===== config.mk =====
export PLATFORM = sky130hd
export DESIGN_NAME = regfile_wb_arbiter
export DESIGN_NICKNAME = d
export VERILOG_FILES = /design/src/rtl/regfile_wb_arbiter.sv
export SDC_FILE = /design/constraint.sdc
export NUM_CORES = 1
export LEC_CHECK = 0
export CAP_MARGIN = 20
export CELL_PAD_IN_SITES_DETAIL_PLACEMENT = 1
export CELL_PAD_IN_SITES_GLOBAL_PLACEMENT = 2
export CORE_ASPECT_RATIO = 1.1
export CORE_MARGIN = 2
export CORE_UTILIZATION = 27
export CTS_BUF_LIST = sky130_fd_sc_hd__clkbuf_4 sky130_fd_sc_hd__clkbuf_8 sky130_fd_sc_hd__clkbuf_16
export CTS_CLUSTER_SIZE = 30
export DETAILED_ROUTE_END_ITERATION = 16
export PLACE_DENSITY = 0.79
export SLEW_MARGIN = 5
export SYNTH_ARGS = -nofsm -noshare
export SYNTH_HDL_FRONTEND = slang
export SYNTH_SLANG_ARGS = --single-unit

===== constraint.sdc =====
create_clock -name clk_i -period 5.75 [get_ports clk_i]
set_clock_uncertainty 0.1 [all_clocks]
set_input_delay 0.8625 -clock clk_i [delete_from_list [all_inputs] [get_ports clk_i]]
set_output_delay 0.8625 -clock clk_i [all_outputs]
set_load 0.1 [all_outputs]

===== src/rtl/regfile_wb_arbiter.sv =====
// Writeback arbiter for the integer register file.
// Several execution units (ALU, load, mul/div) compete for a single register
// file write port. A round-robin pointer picks one requester per cycle. The
// accepted write is presented to the register file one cycle later. A busy
// scoreboard tracks destination registers that have been reserved at issue and
// not yet written back, so issue can detect read-after-write hazards.
module regfile_wb_arbiter #(
  parameter int DATA_WIDTH = 64,
  parameter int ADDR_WIDTH = 5,
  parameter int REG_DEPTH  = 32,
  parameter int NUM_REQ    = 3
) (
  input  logic                            clk_i,
  input  logic                            arst_i,
  input  logic [NUM_REQ-1:0]              req_valid_i,
  input  logic [NUM_REQ*ADDR_WIDTH-1:0]   req_addr_i,
  input  logic [NUM_REQ*DATA_WIDTH-1:0]   req_data_i,
  output logic [NUM_REQ-1:0]              req_ready_o,
  output logic                            wr_en_o,
  output logic [ADDR_WIDTH-1:0]           wr_addr_o,
  output logic [DATA_WIDTH-1:0]           wr_data_o,
  input  logic                            rsv_en_i,
  input  logic [ADDR_WIDTH-1:0]           rsv_addr_i,
  input  logic [ADDR_WIDTH-1:0]           chk_addr_1_i,
  input  logic [ADDR_WIDTH-1:0]           chk_addr_2_i,
  output logic                            busy_1_o,
  output logic                            busy_2_o,
  output logic                            idle_o
);

  localparam int PTR_W = (NUM_REQ > 1) ? $clog2(NUM_REQ) : 1;

  logic [PTR_W-1:0]      ptr_q;
  logic [PTR_W-1:0]      ptr_d;
  logic [NUM_REQ-1:0]    gnt;
  logic [PTR_W-1:0]      gnt_idx;
  logic                  xfer_p0;
  logic [ADDR_WIDTH-1:0] addr_p0;
  logic [DATA_WIDTH-1:0] data_p0;
  logic [REG_DEPTH-1:0]  busy_q;
  logic [REG_DEPTH-1:0]  busy_d;
  logic                  vld_p1;
  logic [ADDR_WIDTH-1:0] addr_p1;
  logic [DATA_WIDTH-1:0] data_p1;

  // Round-robin search starting at ptr_q; the first valid requester wins.
  // Grants are suppressed while reset is asserted.
  always_comb begin
    int k;
    k       = 0;
    gnt     = '0;
    gnt_idx = '0;
    xfer_p0 = 1'b0;
    addr_p0 = '0;
    data_p0 = '0;
    for (int i = 0; i < NUM_REQ; i++) begin
      k = int'(ptr_q) + i;
      if (k >= NUM_REQ) k = k - NUM_REQ;
      if (!xfer_p0 && req_valid_i[k]) begin
        xfer_p0 = 1'b1;
        gnt[k]  = 1'b1;
        gnt_idx = PTR_W'(k);
        addr_p0 = req_addr_i[k*ADDR_WIDTH +: ADDR_WIDTH];
        data_p0 = req_data_i[k*DATA_WIDTH +: DATA_WIDTH];
      end
    end
    if (arst_i) begin
      gnt     = '0;
      xfer_p0 = 1'b0;
    end
  end

  assign req_ready_o = gnt;

  // Pointer moves just past the winner on a transfer, otherwise holds.
  always_comb begin
    ptr_d = ptr_q;
    if (xfer_p0) begin
      if (gnt_idx == PTR_W'(NUM_REQ - 1)) ptr_d = '0;
      else                                ptr_d = gnt_idx + PTR_W'(1);
    end
  end

  // Scoreboard update: writeback clears, then a new reservation sets, so a
  // same-cycle reservation of the register being written back stays busy.
  // Register 0 is hardwired and never tracked.
  always_comb begin
    busy_d = busy_q;
    for (int r = 1; r < REG_DEPTH; r++) begin
      if (xfer_p0 && (addr_p0 == ADDR_WIDTH'(r))) busy_d[r] = 1'b0;
      if (rsv_en_i && (rsv_addr_i == ADDR_WIDTH'(r))) busy_d[r] = 1'b1;
    end
  end

  // Hazard lookup from registered scoreboard; register 0 always reads free.
  always_comb begin
    busy_1_o = 1'b0;
    busy_2_o = 1'b0;
    for (int r = 1; r < REG_DEPTH; r++) begin
      if (chk_addr_1_i == ADDR_WIDTH'(r)) busy_1_o = busy_q[r];
      if (chk_addr_2_i == ADDR_WIDTH'(r)) busy_2_o = busy_q[r];
    end
  end

  // p0 -> p1: arbitration state, scoreboard and the captured write.
  always_ff @(posedge clk_i or posedge arst_i) begin
    if (arst_i) begin
      ptr_q   <= '0;
      busy_q  <= '0;
      vld_p1  <= 1'b0;
      addr_p1 <= '0;
      data_p1 <= '0;
    end else begin
      ptr_q  <= ptr_d;
      busy_q <= busy_d;
      vld_p1 <= xfer_p0 && (addr_p0 != '0);
      if (xfer_p0) begin
        addr_p1 <= addr_p0;
        data_p1 <= data_p0;
      end
    end
  end

  assign wr_en_o   = vld_p1;
  assign wr_addr_o = addr_p1;
  assign wr_data_o = data_p1;
  assign idle_o    = ~(|busy_q) & ~vld_p1;

endmodule


== Yosys cells after proc, flatten, opt, wreduce, memory -nomap -nowiden ==
Index checks and enable logic that the tools add are counted.

* Memories: 0
* Latch bits: 0
* Memory bits (writable): 0
* Register bits after elaboration: 103
* ROM bits: 0
* Word-level logic and storage cells: 452

* Multipliers: 3
* $add $sub $neg: 6
* Eq/ne operators: 125
* Bitwise logic cells: 5
* Order comparisons: 9
* Muxes and demuxes: 160
* Reductions and logical operators: 103
* Divide/modulo/power cells: 0
* Shift-type cells: 6

{| class="wikitable"
|+ Operators by type and width
! kind !! number
|-
| variable part select 192 x 32 -> 64 bit || 3
|-
| == test 5 bit (second input constant) || 64
|-
| 2-to-1 mux 64 bit || 3
|-
| == test 5 x 4 -> 1 bit (second input constant) || 32
|-
| 2-to-1 mux 1 bit || 137
|-
| greater-or-equal comparator 32 x 1 -> 1 bit (second input constant) || 3
|-
| less-than comparator 32 x 4 -> 1 bit (second input constant) || 3
|-
| multiplier 32 x 4 -> 32 bit (second input constant) || 3
|-
| 2-to-1 mux 32 bit || 3
|-
| variable part select 15 x 32 -> 5 bit || 3
|-
| == test 5 x 3 -> 1 bit (second input constant) || 16
|-
| logical AND 1 bit || 68
|-
| nonzero test 2 bit || 31
|-
| == test 5 x 2 -> 1 bit (second input constant) || 8
|-
| OR reduction 31 bit || 1
|-
| == test 5 x 1 -> 1 bit (second input constant) || 4
|-
| 2-to-1 mux 5 bit || 3
|-
| 2-to-1 mux 3 bit || 4
|-
| 2-to-1 mux 2 bit || 4
|-
| subtractor 3 x 2 -> 4 bit (second input constant) || 2
|-
| binary-select mux 1 bit (select 2 bit) || 3
|-
| demux 1 bit (select 2 bit) || 3
|-
| greater-or-equal comparator 3 x 2 -> 1 bit (second input constant) || 2
|-
| bitwise OR 3 bit || 2
|-
| 10 further kinds || 12
|}

== Longest topological paths before layout ==
* Word-level depth: 32
* Gate-level depth with buffers: 18

== Least setup slack after synthesis ==
OpenSTA, ideal clock, no wires.

* Path type: input to output
* From: in chk_addr_2_i[0]
* To: out busy_2_o
* Stages: 6
* Buffers on the path: 1
* Arrival: 5.479 ns
* Setup slack: -0.692 ns
* Data required time: 4.788 ns
* Cell sequence: clkbuf_1 clkinv_1 o221a_2 o21ai_0 a221oi_1 o311ai_0

* Word-level cells in the longest chain between the ends: 32
* Elaborated cells on any way between the ends: 62
* Those cells by class: eq/ne (31); mux (31)

{| class="wikitable"
|+ Ends and longest elaborated chain
! what !! line !! RTL
|-
| start, declared || 25 || <nowiki>input logic [ADDR_WIDTH-1:0] chk_addr_2_i,</nowiki>
|-
| == test 5 x 1 -> 1 bit || 101 || <nowiki>if (chk_addr_2_i == ADDR_WIDTH'(r)) busy_2_o = busy_q[r];</nowiki>
|-
| 2-to-1 mux 1 bit (30 in series) || 101 ||
|-
| 2-to-1 mux 1 bit * || 101 ||
|-
| end, declared || 27 || <nowiki>output logic busy_2_o,</nowiki>
|}

Every way passes the cells marked *; elsewhere a longest branch is shown, timed or not.

== Worst setup path after layout ==
* From: in chk_addr_1_i[1]
* To: out busy_1_o

* Word-level cells in the longest chain between the ends: 32
* Elaborated cells on any way between the ends: 62
* Those cells by class: eq/ne (31); mux (31)

{| class="wikitable"
|+ Ends and longest elaborated chain
! what !! line !! RTL
|-
| start, declared || 24 || <nowiki>input logic [ADDR_WIDTH-1:0] chk_addr_1_i,</nowiki>
|-
| == test 5 x 1 -> 1 bit || 100 || <nowiki>if (chk_addr_1_i == ADDR_WIDTH'(r)) busy_1_o = busy_q[r];</nowiki>
|-
| 2-to-1 mux 1 bit (30 in series) || 100 ||
|-
| 2-to-1 mux 1 bit * || 100 ||
|-
| end, declared || 26 || <nowiki>output logic busy_1_o,</nowiki>
|}

Marked as above.

==> results.md <==
* Endpoints failing hold at 0
* CP Max Fanout at 23
* WP data required at approximately 4800 ps
* Power per standard cell area at 666 mW/mm²
* Synth Net Count at 1758
* Arrival @ worst endpoint at approximately 3500 ps
* Run status: finished, final reports clean
* Clock Sinks at between 100 and 150
* Yosys warnings at 0
* # DRC at 0
* Hold buffer count at CTS at 0
* WL final at 47900 µm
* Initial Util at 27.3%
* Clk root buf: clkbuf_16
* RR Startpoint: ptr_q[1]
* Logic pwr share at 80.3%
* Max Cap Violations at 0
* FF-to-FF path depth at 12
* Synth area leader: dfrtp_1
* Actual slew at the worst max-slew pin at 1100 ps
* Critical R2R Capture: busy_q[27]
* Routability Congestion at 0.872
* Hold_sp: wr_addr_o[4]
* GRT met2 Usage at 38.8%
* GR peak layer: met2
* WS Path Type: input pin to output port
* P&R area growth vs syn at 33.1%
* Switching Share at 60.9%
* Sequential area share after synthesis at 23.5%
* Avg WL per Cell at 21.3 µm
* Fin util at 36.3%
* First-pass GRT wire length at 75500 µm
* Post-CTS Resized at 0
* DIE WIDTH at 196 µm
* CTS max path bufs at 2
* Antenna Nets Post-Route at 0
* Post-Syn Instances at 1521
* Die footprint at 0.0422 mm²
* Post-synth ARST share at between 90% and 100%
* Vias in the first global route at 13400
* Hold depth at 1
* Final count of negative-setup-slack endpoints at 0
* Largest net degree at the start of global routing at 151
* Unique cell type count in the Yosys netlist at 75
* Worst-path clk slew at 80 ps
* Hold Crit Class: flip-flop to flip-flop
* Syn Area/Cell at 7.21 µm²
* Row Count at 77
* Dpl hpwl at 33600 µm
* Yosys reg bits at 103
* CTS tree: built
* Area after DPL at 0.0142 mm²
* Worst slew margin at 26.3%
* Drt initial violations at around 540
* Initial antenna violation count at 9
* CTS buffer count at 9
* Worst reg2reg setup slack at roughly 1300 ps
* CP startpoint kind: input pin
* Slew Viols, Final at 0
* Die height at 215 µm
* Layout cells sized above 1 at roughly 4.6%
* Met3 Use GR at 6.29%
* Clock power share at 6.8%
* Vias per cell at between 5 and 6
* Vias at approximately 13000
* Sw power at 5920 µW
* Synth Flop Type: dfrtp_1
* Setup TNS at 0 ps
* Top cells by count, synth: nor2_1 (229), a21oi_1 (216), mux2i_1 (160), o21ai_0 (160), nand2_1 (153)
* Worst Hold End: wr_addr_o[4]
* Drt pass-1 iters at 4
* Post-synth top area share at 23.5%
* GRT Util Overall at 22.4%
* CP Launch Point: chk_addr_1_i[1]
* F_max at roughly 0.22 GHz
* Leakage power at 0.00544 µW
* CP Capture Type: output port
* Core area at 0.0402 mm²
* Register share of total power at 12.9%
* Post-CTS Setup Inserts at 0
* Finished Cell Area at 0.0146 mm²
* Cell Int Power at 3800 µW
* Worst skew pair latency at 380 ps
* EDFF count, synth at 0
* RSZ-0062 raised after global routing: no
* Final net count at 1956
* Most frequent cell after synthesis: nor2_1
* Min Tclk post-route at ~4500 ps
* VDD IR-drop max at 0.000953 V
* Grt total ovfl at 0
* Fin crit share at between 70 and 80%
* I/O pins at 304
* Synth Cell Area at 0.0110 mm²
* Synth top area cells: dfrtp_1 (24%), mux2i_1 (15%), a21oi_1 (9.9%), nor2_1 (7.8%), o21ai_0 (7.3%)
* Met1 usage at a little over a quarter
* H-tree levels at 3
* Port bufs at 303
## metrics by stage
stage | cells | hold slack, ps | worst slack [ps] | power, µW
3_5_place_dp | 2220 | 412 | 1270 | 9090
3_3_place_gp | 2220 | 411 | 1350 | 8940
5_1_grt | 2244 | 437 | 873 | 10400
4_1_cts | 2236 | 433 | 1260 | 9780
2_1_floorplan | 1521 | 420 | 485 | 7110
6_report | 2250 | 417 | 1300 | 9720
## per-layer routing
metal	share of wire (%)	vias to the layer above
met5	0.033	-
met4	2.8	2
met3	6.6	76
met2	49	312
met1	42	6297
li1	-	5953
## how the worst max path moves through the flow
| stage | slack [ps] | to |
|---|---|---|
| after floorplan | 490 | busy_2_o |
| after global placement | 1350 | busy_1_o |
| after detailed placement | 1270 | busy_1_o |
| after CTS | 1260 | busy_1_o |
| after global routing | 870 | busy_q[16] |
| final | 1300 | busy_1_o |
## critical path: stages
cell and delay [ps]:
clkdlybuf4s50_1 840, nor4bb_1 330, or4_1 520, a21bo_2 230, o221ai_1 90, o32ai_1 120
a32oi_1 170, buf_4 320
## logic make-up after synthesis
group | Yosys count | share of synthesized area, %
AOI/OAI and AO/OA | 565 | 32.2
xor gates and xnor gates | 1 | 0.0799
adders and majority gates | 10 | 1.20
buffers and inverters | 170 | 6.95
DFF | 103 | 23.5
muxes | 165 | 15.3
other | 2 | 0.0685
and+or+nand+nor | 505 | 20.7
## layout make-up
cell class | instances | area (µm²)
timing repair buffer | 326 | 3240
sequential | 103 | 2580
inverter | 31 | 119
antenna | 13 | 32.5
clock buffer | 10 | 239
clock inverter | 6 | 52.6
multi-input combinational | 1248 | 7700
tap | 513 | 642
fill | 4846 | 25600
## registers in the layout, summed over array words and instances, names as in the netlist
signal,flops
wr_addr_o,5
wr_data_o,64
ptr_q,2
wr_en_o,1
busy_q,31
## power groups by stage
stage | Combinational, µW | Sequential [µW] | Clock (µW)
after floorplan | 4070 | 3050 | 0
after global placement | 7680 | 1260 | 0
after detailed placement | 7820 | 1260 | 0
after CTS | 7850 | 1250 | 681
after global routing | 8450 | 1290 | 702
final | 7810 | 1250 | 662
## cell usage in the layout (no fill, tap or decap), types with 4 or more instances in the layout
cell type,netlist,final
o211ai_1,20,20
clkbuf_16,0,9
nand2_1,153,153
a21oi_1,216,216
ha_1,8,5
nand4_1,5,5
nand2b_1,14,14
inv_1,30,29
o22ai_1,5,5
clkdlybuf4s50_1,0,298
nor2_1,229,226
nand3_1,19,19
a2bb2oi_1,29,29
nor4b_4,4,4
nor2_4,0,4
nor2b_1,39,38
diode_2,0,13
a211oi_1,7,7
buf_4,3,25
o2bb2ai_1,4,4
o21ai_0,160,160
o31ai_1,15,15
mux2i_1,160,160
nor3_1,9,9
nor4_1,11,11
a21boi_0,4,4
dfrtp_1,103,103
a22oi_1,4,4
a221oi_1,66,66
(Power assumes the default switching activity.)
